[src/rtl/matrix_operand_loader_if.sv]
// Host byte stream plus presented-operand bus between the operand loader, its host and the matrix core.
interface matrix_operand_loader_if #(
    parameter int CNT_W = 16
);
    logic             s_valid;
    logic             s_ready;
    logic [7:0]       s_data;
    logic             s_last;
    logic             cfg_relu;
    logic [7:0]       matrixA_11, matrixA_12, matrixA_21, matrixA_22;
    logic [7:0]       matrixB_11, matrixB_12, matrixB_21, matrixB_22;
    logic             ReLU;
    logic             op_valid;
    logic             op_ack;
    logic             frame_err;
    logic [CNT_W-1:0] frame_count;

    modport slave (
        input  s_valid, s_data, s_last, cfg_relu, op_ack,
        output s_ready, matrixA_11, matrixA_12, matrixA_21, matrixA_22,
               matrixB_11, matrixB_12, matrixB_21, matrixB_22,
               ReLU, op_valid, frame_err, frame_count
    );

    modport master (
        output s_valid, s_data, s_last, cfg_relu, op_ack,
        input  s_ready, matrixA_11, matrixA_12, matrixA_21, matrixA_22,
               matrixB_11, matrixB_12, matrixB_21, matrixB_22,
               ReLU, op_valid, frame_err, frame_count
    );
endinterface

[src/rtl/matrix_operand_loader.sv]
// Double-buffered 2x2 int8 operand loader: frame presented one edge after its 8th byte, held >= HOLD_CYCLES and until ack.
// Backpressure: s_ready drops only while the shadow buffer holds a complete frame waiting for the presentation slot.
module matrix_operand_loader #(
    parameter int HOLD_CYCLES = 10,
    parameter int CNT_W       = 16
) (
    input  logic                    clk,
    input  logic                    rst_n,
    matrix_operand_loader_if.slave  bus
);
    typedef enum logic {IDLE, PRESENT} state_t;

    localparam logic [15:0] HOLD_INIT = 16'(HOLD_CYCLES - 1);

    state_t           state_q, state_d;
    logic [2:0]       idx_q, idx_d;
    logic [7:0][7:0]  shadow_q, shadow_d;
    logic             sh_relu_q, sh_relu_d;
    logic             full_q, full_d;
    logic [7:0][7:0]  out_q, out_d;
    logic             relu_q, relu_d;
    logic [15:0]      hold_q, hold_d;
    logic             ack_seen_q, ack_seen_d;
    logic             err_q, err_d;
    logic [CNT_W-1:0] cnt_q, cnt_d;
    logic             accept, release_slot, load;

    always_ff @(posedge clk or negedge rst_n) begin
        if (!rst_n) begin
            state_q    <= IDLE;
            idx_q      <= '0;
            shadow_q   <= '0;
            sh_relu_q  <= 1'b0;
            full_q     <= 1'b0;
            out_q      <= '0;
            relu_q     <= 1'b0;
            hold_q     <= '0;
            ack_seen_q <= 1'b0;
            err_q      <= 1'b0;
            cnt_q      <= '0;
        end else begin
            state_q    <= state_d;
            idx_q      <= idx_d;
            shadow_q   <= shadow_d;
            sh_relu_q  <= sh_relu_d;
            full_q     <= full_d;
            out_q      <= out_d;
            relu_q     <= relu_d;
            hold_q     <= hold_d;
            ack_seen_q <= ack_seen_d;
            err_q      <= err_d;
            cnt_q      <= cnt_d;
        end
    end

    always_comb begin
        state_d    = state_q;
        idx_d      = idx_q;
        shadow_d   = shadow_q;
        sh_relu_d  = sh_relu_q;
        full_d     = full_q;
        out_d      = out_q;
        relu_d     = relu_q;
        hold_d     = hold_q;
        ack_seen_d = ack_seen_q;
        err_d      = 1'b0;
        cnt_d      = cnt_q;

        accept       = bus.s_valid && !full_q;
        release_slot = (state_q == PRESENT) && (hold_q == 16'd0) && (ack_seen_q || bus.op_ack);
        load         = full_q && ((state_q == IDLE) || release_slot);

        // Malformed frames are consumed byte-for-byte so the host never stalls on an error.
        if (accept) begin
            shadow_d[idx_q] = bus.s_data;
            if (idx_q == 3'd0) sh_relu_d = bus.cfg_relu;
            err_d = bus.s_last != (idx_q == 3'd7);
            if (bus.s_last || idx_q == 3'd7) idx_d = 3'd0;
            else                             idx_d = idx_q + 3'd1;
            if (bus.s_last && idx_q == 3'd7) full_d = 1'b1;
        end

        if (state_q == PRESENT) begin
            if (hold_q != 16'd0) hold_d = hold_q - 16'd1;
            if (bus.op_ack)      ack_seen_d = 1'b1;
            if (release_slot && !full_q) state_d = IDLE;
        end

        if (load) begin
            state_d    = PRESENT;
            out_d      = shadow_q;
            relu_d     = sh_relu_q;
            full_d     = 1'b0;
            hold_d     = HOLD_INIT;
            ack_seen_d = 1'b0;
            cnt_d      = cnt_q + 1'b1;
        end
    end

    assign bus.s_ready     = !full_q;
    assign bus.matrixA_11  = out_q[0];
    assign bus.matrixA_12  = out_q[1];
    assign bus.matrixA_21  = out_q[2];
    assign bus.matrixA_22  = out_q[3];
    assign bus.matrixB_11  = out_q[4];
    assign bus.matrixB_12  = out_q[5];
    assign bus.matrixB_21  = out_q[6];
    assign bus.matrixB_22  = out_q[7];
    assign bus.ReLU        = relu_q;
    assign bus.op_valid    = (state_q == PRESENT);
    assign bus.frame_err   = err_q;
    assign bus.frame_count = cnt_q;
endmodule

[src/flat_wrapper.sv]
// flat-port wrapper written by rule: the top's interface ports become plain ports
module matrix_operand_loader_flat 
#(
    parameter int HOLD_CYCLES = 10,
    parameter int CNT_W       = 16
)
  (clk, rst_n, bus_s_valid, bus_s_data, bus_s_last, bus_cfg_relu, bus_op_ack, bus_s_ready, bus_matrixA_11, bus_matrixA_12, bus_matrixA_21, bus_matrixA_22, bus_matrixB_11, bus_matrixB_12, bus_matrixB_21, bus_matrixB_22, bus_ReLU, bus_op_valid, bus_frame_err, bus_frame_count);
  matrix_operand_loader_if #(.CNT_W(CNT_W)) bus_i ();
  input  logic clk;
  input  logic rst_n;
  input wire logic [$bits(bus_i.s_valid)-1:0] bus_s_valid;
  input wire logic [$bits(bus_i.s_data)-1:0] bus_s_data;
  input wire logic [$bits(bus_i.s_last)-1:0] bus_s_last;
  input wire logic [$bits(bus_i.cfg_relu)-1:0] bus_cfg_relu;
  input wire logic [$bits(bus_i.op_ack)-1:0] bus_op_ack;
  output wire logic [$bits(bus_i.s_ready)-1:0] bus_s_ready;
  output wire logic [$bits(bus_i.matrixA_11)-1:0] bus_matrixA_11;
  output wire logic [$bits(bus_i.matrixA_12)-1:0] bus_matrixA_12;
  output wire logic [$bits(bus_i.matrixA_21)-1:0] bus_matrixA_21;
  output wire logic [$bits(bus_i.matrixA_22)-1:0] bus_matrixA_22;
  output wire logic [$bits(bus_i.matrixB_11)-1:0] bus_matrixB_11;
  output wire logic [$bits(bus_i.matrixB_12)-1:0] bus_matrixB_12;
  output wire logic [$bits(bus_i.matrixB_21)-1:0] bus_matrixB_21;
  output wire logic [$bits(bus_i.matrixB_22)-1:0] bus_matrixB_22;
  output wire logic [$bits(bus_i.ReLU)-1:0] bus_ReLU;
  output wire logic [$bits(bus_i.op_valid)-1:0] bus_op_valid;
  output wire logic [$bits(bus_i.frame_err)-1:0] bus_frame_err;
  output wire logic [$bits(bus_i.frame_count)-1:0] bus_frame_count;
  assign bus_i.s_valid = bus_s_valid;
  assign bus_i.s_data = bus_s_data;
  assign bus_i.s_last = bus_s_last;
  assign bus_i.cfg_relu = bus_cfg_relu;
  assign bus_i.op_ack = bus_op_ack;
  assign bus_s_ready = bus_i.s_ready;
  assign bus_matrixA_11 = bus_i.matrixA_11;
  assign bus_matrixA_12 = bus_i.matrixA_12;
  assign bus_matrixA_21 = bus_i.matrixA_21;
  assign bus_matrixA_22 = bus_i.matrixA_22;
  assign bus_matrixB_11 = bus_i.matrixB_11;
  assign bus_matrixB_12 = bus_i.matrixB_12;
  assign bus_matrixB_21 = bus_i.matrixB_21;
  assign bus_matrixB_22 = bus_i.matrixB_22;
  assign bus_ReLU = bus_i.ReLU;
  assign bus_op_valid = bus_i.op_valid;
  assign bus_frame_err = bus_i.frame_err;
  assign bus_frame_count = bus_i.frame_count;
  matrix_operand_loader #(.HOLD_CYCLES(HOLD_CYCLES), .CNT_W(CNT_W)) u_core (.clk(clk), .rst_n(rst_n), .bus(bus_i));
endmodule
[config.mk]
export PLATFORM = sky130hd
export DESIGN_NAME = matrix_operand_loader_flat
export DESIGN_NICKNAME = d
export VERILOG_FILES = /design/src/rtl/matrix_operand_loader_if.sv /design/src/rtl/matrix_operand_loader.sv /design/src/flat_wrapper.sv
export SDC_FILE = /design/constraint.sdc
export NUM_CORES = 1
export LEC_CHECK = 0
export ABC_AREA = 0
export CAP_MARGIN = 20
export CORE_MARGIN = 2
export CORE_UTILIZATION = 40
export DETAILED_ROUTE_END_ITERATION = 16
export PLACE_DENSITY = 0.75
export RECOVER_POWER = 50
export SYNTH_ARGS = -nofsm -noshare
export SYNTH_HDL_FRONTEND = slang
export SYNTH_SLANG_ARGS = --single-unit
[constraint.sdc]
create_clock -name clk -period 2.05 [get_ports clk]
set_input_delay 0.5125 -clock clk [delete_from_list [all_inputs] [get_ports clk]]
set_output_delay 0.5125 -clock clk [all_outputs]
set_load 0.01 [all_outputs]
==> results of run 1 <==
==> worst reg2reg max path, delay by kind of cell, from the launching register on <==
kind,cells,cell delay [ns]
compound gates,1,0.25
simple gates,2,0.62
flops,1,0.42
mux,1,0.34
buf+inv,2,0.38
==> worst paths after layout <==
check                                              to  cells after the start
max reg2reg                  u_core.bus.matrixB_22[3]                      6
min reg2reg                u_core.bus.frame_count[15]                      1
min in group clk           u_core.bus.frame_count[15]                      1
min                         u_core.bus.frame_count[3]                      1
max in group asynchronous    u_core.bus.matrixB_21[4]                      2
max                          u_core.bus.matrixB_22[3]                      6
==> area by class of cell <==
class                   count  area share
clock buffers              22      0.0505
well taps                 220      0.0293
inverters                   8     0.00320
repair buffers            149       0.166
multi-input cells         278       0.287
flip-flops and latches    169       0.450
clock inverters            10      0.0140
==> cells by family (layout without fill, tap and decap cells) <==
kind of cell	count (synthesis)	in the layout	share of synthesized area
flip-flops	169	169	0.620
multiplexers	131	131	0.216
AND/OR/NAND/NOR	96	96	0.0839
XOR/XNOR	24	24	0.0308
buffers and inverters	23	189	0.0169
AO/OA/AOI/OAI	19	19	0.0169
adder cells (fa/ha/maj)	8	8	0.0147
==> per-layer routing <==
layer,track usage,share of wire,vias up,routed length (microns)
met5,0,0,-,0
li1,-,-,1967,-
met1,0.231,0.44,2370,7420
met4,0.0614,0.013,0,229
met3,0.0537,0.050,23,845
met2,0.304,0.50,131,8510
==> power by group through the flow <==
stage,registers (mW),clock network [mW],logic (mW)
after floorplan,4.09,0,0.662
after global placement,4.15,0,1.08
after detailed placement,4.18,0,1.16
after CTS,4.13,3.33,1.19
after global routing,4.22,3.47,1.37
final,4.16,3.28,1.26
==> sequential cells by signal (all words and copies together), names as in the netlist, 3 cells and up <==
| register | cells |
|---|---|
| u_core.bus.matrixB_12 | 8 |
| u_core.bus.matrixA_12 | 8 |
| u_core.bus.matrixA_21 | 8 |
| u_core.shadow_q | 64 |
| u_core.idx_q | 3 |
| u_core.bus.matrixB_22 | 8 |
| u_core.bus.matrixB_11 | 8 |
| u_core.bus.matrixB_21 | 8 |
| u_core.hold_q | 16 |
| u_core.bus.matrixA_11 | 8 |
| u_core.bus.frame_count | 16 |
| u_core.bus.matrixA_22 | 8 |
==> layout by cell type, fill, tap and decap left out, drive strengths merged, types with 2 or more instances in the layout <==
master,n
ha,8
clkinv,3
and3,3
o21ai,5
bufinv,2
clkdlybuf4s50,96
nor4,6
nand2,20
and2,2
or3,3
dfrtp,169
xnor2,13
inv,12
a21oi,9
mux2,131
xor2,11
clkbuf,36
nor3,8
nor3b,3
nand3,18
buf,39
nand4,8
nor2,15
nand3b,3
==> what timing repair did <==
action                     4_1_cts  5_1_grt
gates resized for setup          8       52
hold endpoints to repair         0        0
gates cloned                     1        8
pin swaps                        3        9
setup endpoints to repair       96       96
setup buffers                    3        4
==> through the flow <==
step / setup slack, ns / power (mW) / cells / util
6_report: -0.0745 / 8.69 / 856 / 0.564
3_5_place_dp: -0.199 / 5.34 / 808 / 0.499
2_1_floorplan: 0.0175 / 4.75 / 470 / -
5_1_grt: -0.142 / 9.06 / 856 / 0.564
3_3_place_gp: -0.222 / 5.23 / 808 / 0.499
4_1_cts: -0.0437 / 8.65 / 844 / 0.542
==> impl_metrics.env, run 1 <==
export IMPL_routabilityCongestion=0.799
export IMPL_clkTransAtPathRegs_ns=0.06
export IMPL_synth_edff_count=0
export IMPL_synthArstFlopShare=1.00
export IMPL_crit_chain="nor4_4 > nand4_1 > o22ai_4 > buf_12 > clkbuf_16 > mux2_2"
export IMPL_die_x_microns=135
export IMPL_final_nets=645
export IMPL_postSynthAreaPerCell_sq_um=14.5
export IMPL_crit_path_start="u_core.hold_q[10]"
export IMPL_hpwl_mm=10.4
export IMPL_worst_ep_arrival_time_ns=2.44
export IMPL_path_buf_inv=2
export IMPL_synth_nets=492
export IMPL_startpoint_type="register"
export IMPL_via_per_inst=5.25
export IMPL_leakage_nw=4.26
export IMPL_drtIter0Drc=197
export IMPL_cts_path_max_buffers=2
export IMPL_p_per_area_mw_per_mm2=926
export IMPL_r2r_slack_ns=-0.07
export IMPL_cts_num_sinks=169
export IMPL_grt_max_degree=49
export IMPL_setup_tns_ns=-3.16
export IMPL_synth_area_sq_mm=0.00682
export IMPL_synth_area_leaders="dfrtp_1 62%, mux2_2 22%, xnor2_1 1.7%"
export IMPL_drc=0
export IMPL_fin_crit_ns=2.12
export IMPL_synth_top_area_share=0.620
export IMPL_ys_seq_area_frac=0.620
export IMPL_multi_input_area_sq_mm=0.00269
export IMPL_via_count=4491
export IMPL_cts_htree_levels=4
export IMPL_fin_ws_ns=-0.0745
export IMPL_grt_use_total=0.183
export IMPL_std_cell_rows=47
export IMPL_crit_fanout=8
export IMPL_sw_frac_of_total=0.256
export IMPL_grt_overflow=0
export IMPL_die_y_microns=135
export IMPL_totalWireLength_mm=17.0
export IMPL_cap_violations=0
export IMPL_ios=98
export IMPL_syn_inst=470
export IMPL_hp_class="primary input to asynchronous set/reset pin"
export IMPL_end_kind="register"
export IMPL_cts_buffers=17
export IMPL_worstMarginPinSlew_ns=1.20
export IMPL_internal_power_mw=6.47
export IMPL_critPathSlowestCell="dfrtp_1"
export IMPL_n_antenna_cell=0
export IMPL_synth_main_ff_cell="dfrtp_1"
export IMPL_coreArea_sq_mm=0.0166
export IMPL_start_util=0.410
export IMPL_skew_ns=0.00898
export IMPL_portBuffers=97
export IMPL_register_area_sq_mm=0.00423
export IMPL_p_seq_frac=0.478
export IMPL_grt_pass1_vias=4769
export IMPL_clock_fmax_mhz=471
export IMPL_finalCritPeriodShare=1.04
export IMPL_clock_root_buffer="clkbuf_16"
export IMPL_first_pass_iters=4
export IMPL_maxSlewHeadroom=0.197
export IMPL_maxSlewViolCount=0
export IMPL_drive_gt1_frac=0.368
export IMPL_fillers=1283
export IMPL_fin_area_sq_mm=0.00939
export IMPL_hold_ws_ns=0.324
export IMPL_holdBufCountCts=0
export IMPL_grt_pass1_wl_mm=25.4
export IMPL_rsz0062_at_grt="yes"
export IMPL_power_net_switching_mw=2.22
export IMPL_place_area_sq_mm=0.00831
export IMPL_hold_viol_final=0
export IMPL_power_frac_comb=0.145
export IMPL_slowest_delay_ns=0.42
export IMPL_yosys_area_top_type="dfrtp_1"
export IMPL_path_class="register to register"
export IMPL_die_area_sq_mm=0.0181
export IMPL_ir_drop_uv=696
export IMPL_postRouteAntennaNets=0
export IMPL_yosysMostFrequentCell="dfrtp_1"
export IMPL_synth_top_cells_by_count="169 x dfrtp_1, 131 x mux2_2, 20 x nand2_1, 18 x nand3_1, 15 x nor2_1"
export IMPL_p_clk_frac=0.377
export IMPL_yosysWarnings=0
export IMPL_synth_lib_cells_used_distinct=40
export IMPL_violations="setup timing"
export IMPL_outcome="complete, but fails checks"
export IMPL_setup_viol=71
export IMPL_r2r_start="u_core.hold_q[10]"
export IMPL_area_growth_pct=37.8
export IMPL_wl_per_cell_microns=19.9
export IMPL_ys_seq_elements=169
export IMPL_crit_family="simple AND/OR/NAND/NOR gates"
export IMPL_worstSkewPairLatency_ns=0.43
export IMPL_grt_antenna_before_repair=0
export IMPL_cts_tree="yes"
export IMPL_required_ns=2.36
(Power assumes the default switching activity.)
==> inputs of run 2 (changes only) <==
--- a/constraint.sdc
+++ b/constraint.sdc
@@ -3,2 +3,2 @@
 set_output_delay 0.5125 -clock clk [all_outputs]
-set_load 0.01 [all_outputs]
+set_load 0.1 [all_outputs]
==> run 2 against run 1 <==
Against the previous run: the flow now finishes without violations; power up 4.9%; first-iteration DRC count up 0.51%; worst hold slack better by 0.16 ns; flip-flop and latch count unchanged; register-to-register slack better by 0.09 ns; critical path depth up 1; maximum frequency up 4.5%; count of clock-buffer cells in the layout down 4; critical endpoint is now u_core.bus.matrixB_22[6].
==> impl_metrics.env, run 2 (synthesis results as in run 1) <==
export IMPL_cts_tree="yes"
export IMPL_end_kind="register"
export IMPL_std_cell_rows=47
export IMPL_outcome="finished clean"
export IMPL_grt_max_degree=64
export IMPL_rr_endpoint="u_core.bus.matrixB_22[6]"
export IMPL_fin_crit_ns=2.03
export IMPL_fillers=1298
export IMPL_skew_ns=0.00938
export IMPL_drtIter0Drc=198
export IMPL_start_util=0.410
export IMPL_worstSkewPairLatency_ns=0.42
export IMPL_cts_num_sinks=169
export IMPL_ir_drop_uv=552
export IMPL_crit_path_frequent_cell="buf_12"
export IMPL_slowest_delay_ns=0.39
export IMPL_regMostFlops="u_core.shadow_q"
export IMPL_die_x_microns=135
export IMPL_cts_htree_levels=4
export IMPL_die_y_microns=135
export IMPL_maxSlewHeadroom=0.421
export IMPL_rsz0062_at_grt="yes"
export IMPL_final_nets=641
export IMPL_startpoint_type="register"
export IMPL_critPathSlowestCell="dfrtp_1"
export IMPL_crit_family="buffers and inverters"
export IMPL_hpwl_mm=10.2
export IMPL_grt_pass1_vias=4650
export IMPL_clock_fmax_mhz=492
export IMPL_mostFrequentLayoutCells="160 x dfrtp_1, 97 x mux2_2, 87 x buf_4"
export IMPL_whs_endpoint="u_core.bus.frame_count[7]"
export IMPL_final_common_cell="dfrtp_1"
export IMPL_r2r_slack_ns=0.02
export IMPL_wl_per_cell_microns=18.4
export IMPL_required_ns=2.35
export IMPL_crit_fanout=17
export IMPL_routabilityCongestion=0.809
export IMPL_grt_use_total=0.176
export IMPL_ios=98
export IMPL_coreArea_sq_mm=0.0166
export IMPL_ff2ff_path_depth=7
export IMPL_finalCritPeriodShare=0.992
export IMPL_fin_area_sq_mm=0.00948
export IMPL_drc=0
export IMPL_path_buf_inv=3
export IMPL_path_class="register to register"
export IMPL_die_area_sq_mm=0.0181
export IMPL_cts_path_max_buffers=2
export IMPL_clock_root_buffer="clkbuf_16"
export IMPL_area_growth_pct=39.1
export IMPL_clkTransAtPathRegs_ns=0.06
export IMPL_n_antenna_cell=0
export IMPL_cts_buffers=17
export IMPL_worst_ep_arrival_time_ns=2.33
export IMPL_crit_path_start="u_core.hold_q[10]"
export IMPL_largest_reg_flops=64
export IMPL_crit_chain="nor4_2 > buf_4 > nand4_1 > o22ai_4 > buf_12 > buf_12 > mux2_2"
export IMPL_via_per_inst=5.09
export IMPL_postRouteAntennaNets=0
export IMPL_grt_pass1_wl_mm=24.7
export IMPL_portBuffers=97
export IMPL_grt_antenna_before_repair=0
export IMPL_grt_overflow=0
export IMPL_min_path_cells=1
export IMPL_setup_tns_ns=0
export IMPL_leakage_nw=4.48
export IMPL_r2r_start="u_core.hold_q[10]"
export IMPL_setup_viol=0
export IMPL_worstMarginPinSlew_ns=0.868
export IMPL_hold_viol_final=0
export IMPL_totalWireLength_mm=15.7
export IMPL_hp_start="u_core.bus.frame_count[7]"
export IMPL_hp_class="register to register"
export IMPL_cap_violations=0
export IMPL_via_count=4337
export IMPL_hold_ws_ns=0.486
export IMPL_p_per_area_mw_per_mm2=962
export IMPL_maxSlewViolCount=0
export IMPL_first_pass_iters=6
export IMPL_drive_gt1_frac=0.513
export IMPL_place_area_sq_mm=0.00852
[run 2: area by class of cell]
| cell class | instances | area, sq um | share of cell area |
|---|---|---|---|
| timing repair buffer | 145 | 1630 | 0.172 |
| tap | 220 | 275 | 0.0290 |
| inverter | 8 | 33.8 | 0.00356 |
| clock buffer | 18 | 439 | 0.0463 |
| multi-input combinational | 278 | 2650 | 0.279 |
| clock inverter | 14 | 213 | 0.0224 |
| sequential | 169 | 4240 | 0.447 |
[run 2: stage by stage]
stage	util	worst slack [ns]	std cells	power, mW
2_1_floorplan	-	-0.0134	470	5.00
3_3_place_gp	0.512	-0.125	810	5.52
3_5_place_dp	0.512	-0.155	810	5.63
4_1_cts	0.560	-0.00753	849	9.15
5_1_grt	0.570	-0.0901	852	9.53
6_report	0.570	0.0173	852	9.12
[run 2: worst max-delay path by stage]
| stage | endpoint | slack (ns) | depth (start not counted) |
|---|---|---|---|
| 3_5_place_dp | u_core.shadow_q[53] | -0.16 | 6 |
| 2_1_floorplan | u_core.shadow_q[0] | -0.01 | 4 |
| 3_3_place_gp | u_core.shadow_q[52] | -0.13 | 6 |
| 5_1_grt | u_core.bus.matrixB_22[6] | -0.09 | 7 |
| 6_report | u_core.bus.matrixB_22[6] | 0.02 | 7 |
| 4_1_cts | u_core.bus.matrixB_11[3] | -0.008 | 7 |
[run 2: layer usage]
metal,part of all wire,track usage,vias up
met5,0,0,-
met4,0.0063,0.0398,0
met3,0.051,0.0574,8
met2,0.50,0.290,109
met1,0.44,0.230,2265
li1,-,-,1955
[run 2: repair_timing]
item | in CTS | in global routing
buffers inserted | 4 | 2
hold buffers | 1 | 0
gates cloned | 2 | 2
gates resized for setup | 7 | 42
endpoints found under the hold margin | 32 | 0
pin swaps | 3 | 6
endpoints found under the setup margin | 74 | 85
[run 2: power by group]
part | switching, mW | internal (mW)
logic | 0.779 | 0.715
clock network | 1.38 | 2.11
registers | 0.308 | 3.83
==> inputs of run 3 (changes only) <==
- CTS_BUF_LIST: default -> sky130_fd_sc_hd__clkbuf_2 sky130_fd_sc_hd__clkbuf_4 sky130_fd_sc_hd__clkbuf_8
- RECOVER_POWER: 50 -> default
==> run 3 against run 2 <==
Against the previous run: the flow now finishes with violations (setup timing); first-iteration DRC count decreased by 7.1%; die area unchanged; setup slack lost 0.061 ns; power fell by 8.8%; worst hold slack gained 0.0043 ns; global-route usage is 0.25 points lower; cell area decreased by 1.1%; register-to-register slack worse by 0.06 ns; flip-flop and latch count did not move; sequential share of layout area increased by 0.52 points; critical endpoint is now u_core.bus.matrixB_12[7]; clock power down 23%; non-clock buffer count grew 3; critical path type unchanged.
==> impl_metrics.env, run 3 (synthesis results as in run 1) <==
export IMPL_grt_max_degree=64
export IMPL_cap_violations=0
export IMPL_portBuffers=97
export IMPL_via_count=4375
export IMPL_startpoint_type="register"
export IMPL_setup_tns_ns=-1.37
export IMPL_cts_path_max_buffers=2
export IMPL_hold_ws_ns=0.490
export IMPL_grt_pass1_vias=4581
export IMPL_clock_fmax_mhz=478
export IMPL_ir_drop_uv=508
export IMPL_p_per_area_mw_per_mm2=887
export IMPL_routabilityCongestion=0.809
export IMPL_die_x_microns=135
export IMPL_slowest_delay_ns=0.40
export IMPL_crit_fanout=8
export IMPL_grt_antenna_before_repair=0
export IMPL_clock_root_buffer="clkbuf_8"
export IMPL_cts_tree="yes"
export IMPL_hp_class="register to register"
export IMPL_drive_gt1_frac=0.515
export IMPL_drtIter0Drc=184
export IMPL_stdcell_count=855
export IMPL_n_antenna_cell=0
export IMPL_outcome="complete, but fails checks"
export IMPL_grt_use_total=0.174
export IMPL_skew_ns=0.0140
export IMPL_crit_chain="nor4_2 > buf_4 > nand4_1 > o22ai_4 > buf_6 > buf_16 > mux2_2"
export IMPL_std_cell_rows=47
export IMPL_die_area_sq_mm=0.0181
export IMPL_area_growth_pct=37.5
export IMPL_totalWireLength_mm=15.7
export IMPL_via_per_inst=5.12
export IMPL_maxSlewHeadroom=0.650
export IMPL_place_area_sq_mm=0.00852
export IMPL_rsz0062_at_grt="yes"
export IMPL_finalCritPeriodShare=1.02
export IMPL_final_nets=644
export IMPL_required_ns=2.39
export IMPL_wl_per_cell_microns=18.4
export IMPL_violations="setup timing"
export IMPL_grt_overflow=0
export IMPL_maxSlewViolCount=0
export IMPL_setup_viol=66
export IMPL_crit_family="buffers and inverters"
export IMPL_start_util=0.410
export IMPL_place_inst=810
export IMPL_die_y_microns=135
export IMPL_cts_htree_levels=4
export IMPL_cts_buffers=17
export IMPL_critPathSlowestCell="dfrtp_1"
export IMPL_ios=98
export IMPL_hold_viol_final=0
export IMPL_fillers=1320
export IMPL_leakage_nw=4.43
export IMPL_worst_ep_arrival_time_ns=2.44
export IMPL_largest_reg_flops=64
export IMPL_clkTransAtPathRegs_ns=0.09
export IMPL_final_common_cell="dfrtp_1"
export IMPL_cts_num_sinks=169
export IMPL_worstSkewPairLatency_ns=0.46
export IMPL_worstMarginPinSlew_ns=0.523
export IMPL_hpwl_mm=10.2
export IMPL_regMostFlops="u_core.shadow_q"
export IMPL_drc=0
export IMPL_fin_area_sq_mm=0.00938
export IMPL_path_buf_inv=3
export IMPL_coreArea_sq_mm=0.0166
export IMPL_fin_crit_ns=2.09
export IMPL_end_kind="register"
export IMPL_postRouteAntennaNets=0
export IMPL_mostFrequentLayoutCells="160 x dfrtp_1, 91 x mux2_2, 89 x buf_4"
export IMPL_first_pass_iters=4
export IMPL_grt_pass1_wl_mm=24.3
export IMPL_fin_ws_ns=-0.0438
export IMPL_preCtsSetupSlack_ns=-0.155
export IMPL_path_class="register to register"
-- run 3: cell count changes in the layout (fill, tap and decap cells not counted) --
cell and change:
clkbuf_8 +17, clkbuf_16 -15, mux2_2 -6, mux2_4 +6
buf_12 +3, buf_16 -2, buf_4 +2, buf_6 +2
clkbuf_2 -2, buf_8 -1, clkbuf_4 -1
-- run 3: worst register-to-register path, delay by kind of cell (launching register included) --
family	cells	cell delay [ns]
buffers and inverters	3	0.51
and+or+nand+nor	2	0.47
muxes	1	0.33
AOI/OAI and AO/OA	1	0.29
DFF	1	0.40
-- run 3: per-layer routing --
metal,vias up,GRT usage,routed length (microns)
li1,1970,-,-
met1,2259,0.227,6870
met2,128,0.280,7710
met3,18,0.0571,983
met4,0,0.0491,163
met5,-,0,0
-- run 3: power by group --
group          switching, mW  internal [mW]
Sequential             0.306           3.83
Clock                   1.29           1.40
Combinational          0.775          0.723
Total                   2.37           5.95
-- run 3: area by class of cell --
class	count	area [sq um]	share of cell area
sequential	169	4240	0.453
multi-input combinational	278	2670	0.285
timing repair buffer	148	1690	0.181
tap	220	275	0.0294
clock buffer	18	248	0.0264
clock inverter	14	213	0.0227
inverter	8	33.8	0.00360
-- run 3: what timing repair did --
item	CTS	global route
hold endpoints to repair	32	0
cloned	1	4
resized for setup	7	46
setup endpoints to repair	74	86
pin swaps	3	6
hold buffers	1	0
setup buffers	5	3
-- run 3: per-stage QoR --
stage,utilization,power [mW]
6_report,0.563,8.32
3_5_place_dp,0.512,5.63
2_1_floorplan,-,5.00
5_1_grt,0.563,8.71
4_1_cts,0.546,8.33
3_3_place_gp,0.512,5.52
-- run 3: final timing paths --
| path | startpoint | to | slack, ns | depth (start not counted) |
|---|---|---|---|---|
| min in group asynchronous | rst_n | u_core.bus.frame_count[12] | 0.51 | 2 |
| min reg2reg | u_core.bus.frame_count[7] | u_core.bus.frame_count[7] | 0.49 | 1 |
| max in group asynchronous | rst_n | u_core.bus.matrixB_11[0] | 0.83 | 3 |
| max | u_core.hold_q[9] | u_core.bus.matrixB_12[7] | -0.04 | 7 |
| max reg2reg | u_core.hold_q[9] | u_core.bus.matrixB_12[7] | -0.04 | 7 |
| min | u_core.bus.frame_count[7] | u_core.bus.frame_count[7] | 0.49 | 1 |
